## src/rtl/core_v_mcu_pkg.sv

```systemverilog
// rtl/core_v_mcu_pkg.sv - SoC-level address map constants shared across the MCU
package core_v_mcu_pkg;

    localparam int AxiAddrWidth = 32;

    localparam logic [31:0] SOC_CTRL_START_ADDR       = 32'h1A10_4000;
    localparam logic [31:0] SOC_CTRL_SIZE             = 32'h0000_1000;
    localparam logic [31:0] FAST_INTR_CTRL_START_ADDR = 32'h1A10_9800;
    localparam logic [31:0] FAST_INTR_CTRL_SIZE       = 32'h0000_0800;
    localparam logic [31:0] UART_START_ADDR           = 32'h1A10_2100;
    localparam logic [31:0] UART_SIZE                 = 32'h0000_0080;

endpackage

```

## src/rtl/ni_periph_arbiter_pkg.sv

```systemverilog
// rtl/ni_periph_arbiter_pkg.sv - FSM state type and peripheral region decode for ni_periph_arbiter
package ni_periph_arbiter_pkg;

    typedef enum logic [2:0] {
        StIdle,
        StReq,
        StResp,
        StDecErr,
        StAbort
    } arbState_e;

    localparam int NumRegions = 3;

    localparam logic [63:0] RegionBase [NumRegions] = '{
        64'(core_v_mcu_pkg::SOC_CTRL_START_ADDR),
        64'(core_v_mcu_pkg::FAST_INTR_CTRL_START_ADDR),
        64'(core_v_mcu_pkg::UART_START_ADDR)
    };

    localparam logic [63:0] RegionSize [NumRegions] = '{
        64'(core_v_mcu_pkg::SOC_CTRL_SIZE),
        64'(core_v_mcu_pkg::FAST_INTR_CTRL_SIZE),
        64'(core_v_mcu_pkg::UART_SIZE)
    };

    function automatic logic addrHit(input logic [63:0] addr);
        logic hit;
        hit = 1'b0;
        for (int i = 0; i < NumRegions; i++) begin
            if (addr >= RegionBase[i] && addr < RegionBase[i] + RegionSize[i]) begin
                hit = 1'b1;
            end
        end
        return hit;
    endfunction

endpackage

```

## src/rtl/ni_periph_arbiter_rr_select.sv

```systemverilog
// rtl/ni_periph_arbiter_rr_select.sv - round-robin pick starting after the last owner
module rr_select #(
    parameter int NumReq = 2,
    parameter int IdxW   = 1
) (
    input  logic [NumReq-1:0] req,
    input  logic [IdxW-1:0]   lastOwner,
    output logic [NumReq-1:0] gnt,
    output logic [IdxW-1:0]   idx
);

    int   cand;
    logic found;

    always_comb begin
        gnt   = '0;
        idx   = '0;
        found = 1'b0;
        cand  = 0;
        for (int k = 1; k <= NumReq; k++) begin
            cand = int'(lastOwner) + k;
            if (cand >= NumReq) begin
                cand = cand - NumReq;
            end
            if (!found && req[cand[IdxW-1:0]]) begin
                found                 = 1'b1;
                idx                   = cand[IdxW-1:0];
                gnt[cand[IdxW-1:0]]   = 1'b1;
            end
        end
    end

endmodule

```

## src/rtl/ni_periph_arbiter.sv

```systemverilog
// rtl/ni_periph_arbiter.sv - arbitrates OBI-style requesters onto one peripheral port with decode error and timeout
module ni_periph_arbiter
    import ni_periph_arbiter_pkg::*;
#(
    parameter int NumReq        = 2,
    parameter int AddrWidth     = core_v_mcu_pkg::AxiAddrWidth,
    parameter int DataWidth     = 64,
    parameter int TimeoutCycles = 255
) (
    input  logic                                clk_i,
    input  logic                                rst_i,
    input  logic [NumReq-1:0]                   req_i,
    input  logic [NumReq-1:0]                   we_i,
    input  logic [NumReq-1:0][AddrWidth-1:0]    addr_i,
    input  logic [NumReq-1:0][DataWidth/8-1:0]  be_i,
    input  logic [NumReq-1:0][DataWidth-1:0]    wdata_i,
    output logic [NumReq-1:0]                   gnt_o,
    output logic [NumReq-1:0]                   rvalid_o,
    output logic [NumReq-1:0]                   err_o,
    output logic [DataWidth-1:0]                rdata_o,
    output logic                                periph_req_o,
    output logic                                periph_we_o,
    output logic [AddrWidth-1:0]                periph_addr_o,
    output logic [DataWidth/8-1:0]              periph_be_o,
    output logic [DataWidth-1:0]                periph_wdata_o,
    input  logic                                periph_gnt_i,
    input  logic                                periph_rvalid_i,
    input  logic                                periph_err_i,
    input  logic [DataWidth-1:0]                periph_rdata_i,
    output logic                                timeout_o,
    input  logic                                clr_timeout_i,
    output logic                                busy_o
);

    localparam int IdxW = (NumReq > 1) ? $clog2(NumReq) : 1;
    localparam int CntW = 16;
    localparam logic [CntW-1:0] TmoLimit = CntW'(TimeoutCycles);

    arbState_e              state;
    logic [IdxW-1:0]        lastOwner;
    logic [NumReq-1:0]      ownerOh;
    logic [CntW-1:0]        cnt;
    logic                   timeoutQ;
    logic                   weQ;
    logic [AddrWidth-1:0]   addrQ;
    logic [DataWidth/8-1:0] beQ;
    logic [DataWidth-1:0]   wdataQ;
    logic [NumReq-1:0]      selOh;
    logic [IdxW-1:0]        selIdx;

    rr_select #(
        .NumReq (NumReq),
        .IdxW   (IdxW)
    ) u_rr_select (
        .req       (req_i),
        .lastOwner (lastOwner),
        .gnt       (selOh),
        .idx       (selIdx)
    );

    // cnt counts RESP/ABORT cycles; in DECERR it only separates the grant cycle from the response cycle
    always_ff @(posedge clk_i) begin
        if (rst_i) begin
            state     <= StIdle;
            lastOwner <= IdxW'(NumReq - 1);
            ownerOh   <= '0;
            cnt       <= '0;
            timeoutQ  <= 1'b0;
            weQ       <= 1'b0;
            addrQ     <= '0;
            beQ       <= '0;
            wdataQ    <= '0;
        end else begin
            if (clr_timeout_i) begin
                timeoutQ <= 1'b0;
            end
            unique case (state)
                StIdle: begin
                    cnt <= '0;
                    if (|req_i) begin
                        lastOwner <= selIdx;
                        ownerOh   <= selOh;
                        weQ       <= we_i[selIdx];
                        addrQ     <= addr_i[selIdx];
                        beQ       <= be_i[selIdx];
                        wdataQ    <= wdata_i[selIdx];
                        state     <= addrHit(64'(addr_i[selIdx])) ? StReq : StDecErr;
                    end
                end
                StReq: begin
                    if (periph_gnt_i) begin
                        cnt   <= '0;
                        state <= StResp;
                    end
                end
                StResp: begin
                    if (periph_rvalid_i) begin
                        state <= StIdle;
                    end else if (cnt == TmoLimit) begin
                        timeoutQ <= 1'b1;
                        cnt      <= '0;
                        state    <= StAbort;
                    end else begin
                        cnt <= cnt + CntW'(1);
                    end
                end
                StDecErr: begin
                    if (cnt == '0) begin
                        cnt <= CntW'(1);
                    end else begin
                        cnt   <= '0;
                        state <= StIdle;
                    end
                end
                StAbort: begin
                    // a peripheral that never answers must not wedge the port, so ABORT is bounded too
                    if (periph_rvalid_i || cnt == TmoLimit) begin
                        cnt   <= '0;
                        state <= StIdle;
                    end else begin
                        cnt <= cnt + CntW'(1);
                    end
                end
                default: state <= StIdle;
            endcase
        end
    end

    always_comb begin
        gnt_o          = '0;
        rvalid_o       = '0;
        err_o          = '0;
        rdata_o        = '0;
        periph_req_o   = 1'b0;
        periph_we_o    = 1'b0;
        periph_addr_o  = '0;
        periph_be_o    = '0;
        periph_wdata_o = '0;
        busy_o         = 1'b0;
        timeout_o      = 1'b0;
        if (!rst_i) begin
            busy_o    = (state != StIdle);
            timeout_o = timeoutQ;
            unique case (state)
                StReq: begin
                    periph_req_o   = 1'b1;
                    periph_we_o    = weQ;
                    periph_addr_o  = addrQ;
                    periph_be_o    = beQ;
                    periph_wdata_o = wdataQ;
                    gnt_o          = ownerOh & {NumReq{periph_gnt_i}};
                end
                StResp: begin
                    if (periph_rvalid_i) begin
                        rvalid_o = ownerOh;
                        err_o    = ownerOh & {NumReq{periph_err_i}};
                        rdata_o  = periph_rdata_i;
                    end else if (cnt == TmoLimit) begin
                        rvalid_o = ownerOh;
                        err_o    = ownerOh;
                    end
                end
                StDecErr: begin
                    if (cnt == '0) begin
                        gnt_o = ownerOh;
                    end else begin
                        rvalid_o = ownerOh;
                        err_o    = ownerOh;
                    end
                end
                default: ;
            endcase
        end
    end

endmodule

```

## config.mk

```make
export PLATFORM = sky130hd
export DESIGN_NAME = ni_periph_arbiter
export DESIGN_NICKNAME = d
export VERILOG_FILES = /design/src/rtl/core_v_mcu_pkg.sv /design/src/rtl/ni_periph_arbiter_pkg.sv /design/src/rtl/ni_periph_arbiter_rr_select.sv /design/src/rtl/ni_periph_arbiter.sv
export SDC_FILE = /design/constraint.sdc
export NUM_CORES = 1
export LEC_CHECK = 0
export CAP_MARGIN = 15
export CORE_AREA = 2 2 178 180
export DETAILED_ROUTE_END_ITERATION = 16
export DIE_AREA = 0 0 180 182
export PLACE_DENSITY_LB_ADDON = 0.12
export SLEW_MARGIN = 20
export SYNTH_ARGS = -nofsm -noshare
export SYNTH_HDL_FRONTEND = slang
export SYNTH_HIERARCHICAL = 1
export SYNTH_SLANG_ARGS = --single-unit
```

## constraint.sdc

```tcl
create_clock -name clk_i -period 2.3 [get_ports clk_i]
set_clock_uncertainty 0.15 [all_clocks]
set_input_delay 0.46 -clock clk_i [delete_from_list [all_inputs] [get_ports clk_i]]
set_output_delay 0.46 -clock clk_i [all_outputs]
set_load 0.05 [all_outputs]
```

==> flow_summary.yaml <==
outcome:
  outcome: "finished, violations left"
  failed_checks: "setup timing"
grt:
  grt_max_degree: 82
  grtUsageTotal: 0.2151
  grt_antenna_before_repair: 0
  grt_pass1_vias: 8741
  grt_overflow: 0
  grt_pass1_wl_um: 54250
worst_setup_path:
  r2r-start: "cnt[0]"
  crit_type: "flop to output pin"
  rr_worst_depth: 11
  worstSetupStartpointType: "flop"
  cp_data_required_time_ps: 1690
  regToRegSetupSlack_ps: 80
  cp.arrival_ps: 2230
  cp-end-kind: "output pin"
  rr_endpoint: "state[1]"
  crit_fanout: 3
power:
  p_comb_frac: 0.425
  p_switching_mw: 3.350
  p_sw_frac: 0.3341
  p_per_area_mw_per_mm2: 576.7
  p_leak_nw: 6.751
  clockPowerShare: 0.296
  p_int_mw: 6.676
  p_seq_frac: 0.280
  vdd_drop_max_v: 0.0003997
min_path:
  hp-class: "input port to flop"
  hold_start: "rst_i"
  hold_path_depth: 2
  min_to: "state[2]"
sta:
  slew_headroom: 0.5350
  rsz0062_at_grt: "true"
  setup_viol: 176
  report.final.hold_viol_count: 0
  slew_violations: 0
  setup_slack_ps: -542.5
  worst_pin_slew_ps: 697.5
  fmax_mhz: 351.8
  period_share: 1.236
  layout_min_cycle_time_ps: 2842
drt:
  first_pass_iters: 4
  vias: 8453
  routed_wl_um: 35960
  post-route-drc-count: 0
  ant_nets: 0
  vias_per_cell: 4.655
  drt_iter0_drc: 369
  wl_per_cell_um: 19.80
floorplanning:
  pin_count: 460
  rows: 65
  design.die.area_mm2: 0.03276
  start_util: 0.2476
  core_area_mm2: 0.03099
  die_x_um: 180
  die_h_um: 182
place:
  gp_congestion: 0.7918
  place_ws_ps: -378.3
  dpl.hpwl_um: 25510
  io_buffer_count: 459
cts:
  clock_path_buffers: 2
  cts-root-buf: "clkbuf_16"
  cts_tree: "done"
  clk_latency_ps: 420
  path_clk_slew_ps: 60
  cts_max_level: 4
  cts_buffers: 17
  clock-sinks: 128
yosys:
  ys_ff_latch: 128
  syn_nets: 1151
  yosys_warnings: 6
  synth_flop_cell: "dfxtp_1"
  yosysSeqAreaShare: 0.3340
  yosysUniqueCellTypes: 57
  synth_edf_count: 0
  synth-async-reset-ratio: 0
  synth_area_mm2: 0.007672
  syn_inst: 867
  avgSynthCellArea_um2: 8.849
layout:
  final_cell_mix: "clkdlybuf4s50_1 (280), buf_12 (211), nor2_1 (125)"
  area_growth_pct: 126.6
  n_antenna_cell: 0
  num-nets-final: 1687
  utilization: 0.5611
  mostFrequentLayoutCell: "clkdlybuf4s50_1"
  num-fill-cells: 2672
  layout-drive-gt1-share: 0.4399
  multi_input_area_mm2: 0.005490
  seqCellArea_mm2: 0.002576
job:
  maxCapViolations: 0
## repair_timing
item	CTS	global route
setup buffers	50	4
pin swaps	153	13
endpoints found under the hold margin	0	0
resized for setup	246	15
hold buffers	0	0
cloned	18	0
setup endpoints to repair	176	177
## how the worst max path moves through the flow
stage,cells past startpoint,startpoint,slack (ps),endpoint
after floorplan,4,rst_i,3,periph_addr_o[10]
after global placement,6,addr_i[55],-340,state[1]
after detailed placement,6,addr_i[55],-380,state[1]
after CTS,9,cnt[1],-550,gnt_o[1]
after global routing,9,cnt[0],-620,gnt_o[1]
final,9,cnt[0],-540,gnt_o[1]
## final cells by class
class,count,area share
Timing Repair Buffer,604,0.4684
Multi-Input combinational cell,643,0.3158
Sequential cell,128,0.1482
Tap cell,402,0.02893
Clock buffer,18,0.02591
Clock inverter,12,0.01065
Inverter,9,0.002087
## synthesized netlist by cell type, drive strengths merged, types with 2 or more instances
library cell / number / share of area
nor2: 128 / 0.063
nor4: 7 / 0.0093
and2: 70 / 0.057
ha: 2 / 0.0033
nand2: 14 / 0.0068
a21oi: 11 / 0.0072
o21bai: 3 / 0.0044
nor4b: 4 / 0.0065
clkbuf: 40 / 0.020
buf: 47 / 0.035
or4bb: 2 / 0.0029
a21boi: 4 / 0.0039
and3: 108 / 0.088
o21ai: 5 / 0.0033
nand3: 8 / 0.0052
o31ai: 4 / 0.0039
a31oi: 2 / 0.0016
xnor2: 3 / 0.0034
and4: 3 / 0.0034
inv: 9 / 0.0044
o21a: 2 / 0.0020
mux2i: 106 / 0.14
nand4: 8 / 0.0073
a32oi: 2 / 0.0023
or4b: 3 / 0.0039
nand2b: 2 / 0.0016
nor3b: 3 / 0.0029
a211oi: 104 / 0.14
nor2b: 3 / 0.0024
dfxtp: 128 / 0.33
nor3: 10 / 0.0078
xor2: 9 / 0.010
nand3b: 2 / 0.0020
## cells by family (layout without fill, tap and decap cells)
kind of cell / count (synthesis) / in the layout / share of synthesized area
xor+xnor: 12 / 12 / 0.01370
fa+ha+maj: 2 / 2 / 0.003261
compound gates: 142 / 142 / 0.1750
flops: 128 / 128 / 0.3340
buf+inv: 96 / 643 / 0.05855
mux: 107 / 107 / 0.1398
simple gates: 380 / 380 / 0.2758
## sequential cells by signal, indices dropped and copies added (netlist names)
register   flops
timeoutQ       1
ownerOh        2
weQ            1
beQ            8
cnt           16
addrQ         32
wdataQ        64
lastOwner      1
state          3
## per-layer routing
| layer | share of wire | up-vias | track usage |
|---|---|---|---|
| met4 | 0.012 | 0 | 0.04715 |
| met3 | 0.042 | 27 | 0.04312 |
| met1 | 0.44 | 4019 | 0.2724 |
| met5 | 0 | - | 0 |
| li1 | - | 4190 | - |
| met2 | 0.51 | 217 | 0.3766 |
## worst max-delay path: stages (launching register included)
cell     delay (ps)
dfxtp_2         320
inv_2            70
ha_4            120
nor4b_4         180
and4_4          280
mux2i_2          80
nor4b_2         310
buf_4           170
and2_4          150
buf_12          140
## through the flow
| step | hold slack [ps] | cells | area [µm²] | power, mW | setup TNS [ps] |
|---|---|---|---|---|---|
| floorplan | 298.5 | 867 | 7782 | 4.738 | 0 |
| detailed placement | 317.4 | 1731 | 15150 | 6.415 | -16380 |
| finish | 140.7 | 1816 | 17390 | 10.03 | -46340 |
| global placement | 311.9 | 1731 | 15150 | 6.374 | -14690 |
| CTS | 115.4 | 1829 | 17670 | 10.26 | -58990 |
| global route | 121.2 | 1816 | 17390 | 10.52 | -58550 |
## power by group through the flow
stage	Clock, mW	Combinational [mW]	Sequential [mW]
floorplan	0	1.98	2.76
global placement	0	3.55	2.82
detailed placement	0	3.58	2.84
CTS	3.03	4.43	2.80
global route	3.12	4.54	2.85
finish	2.97	4.26	2.80
Power figures use the tool's default switching activity.
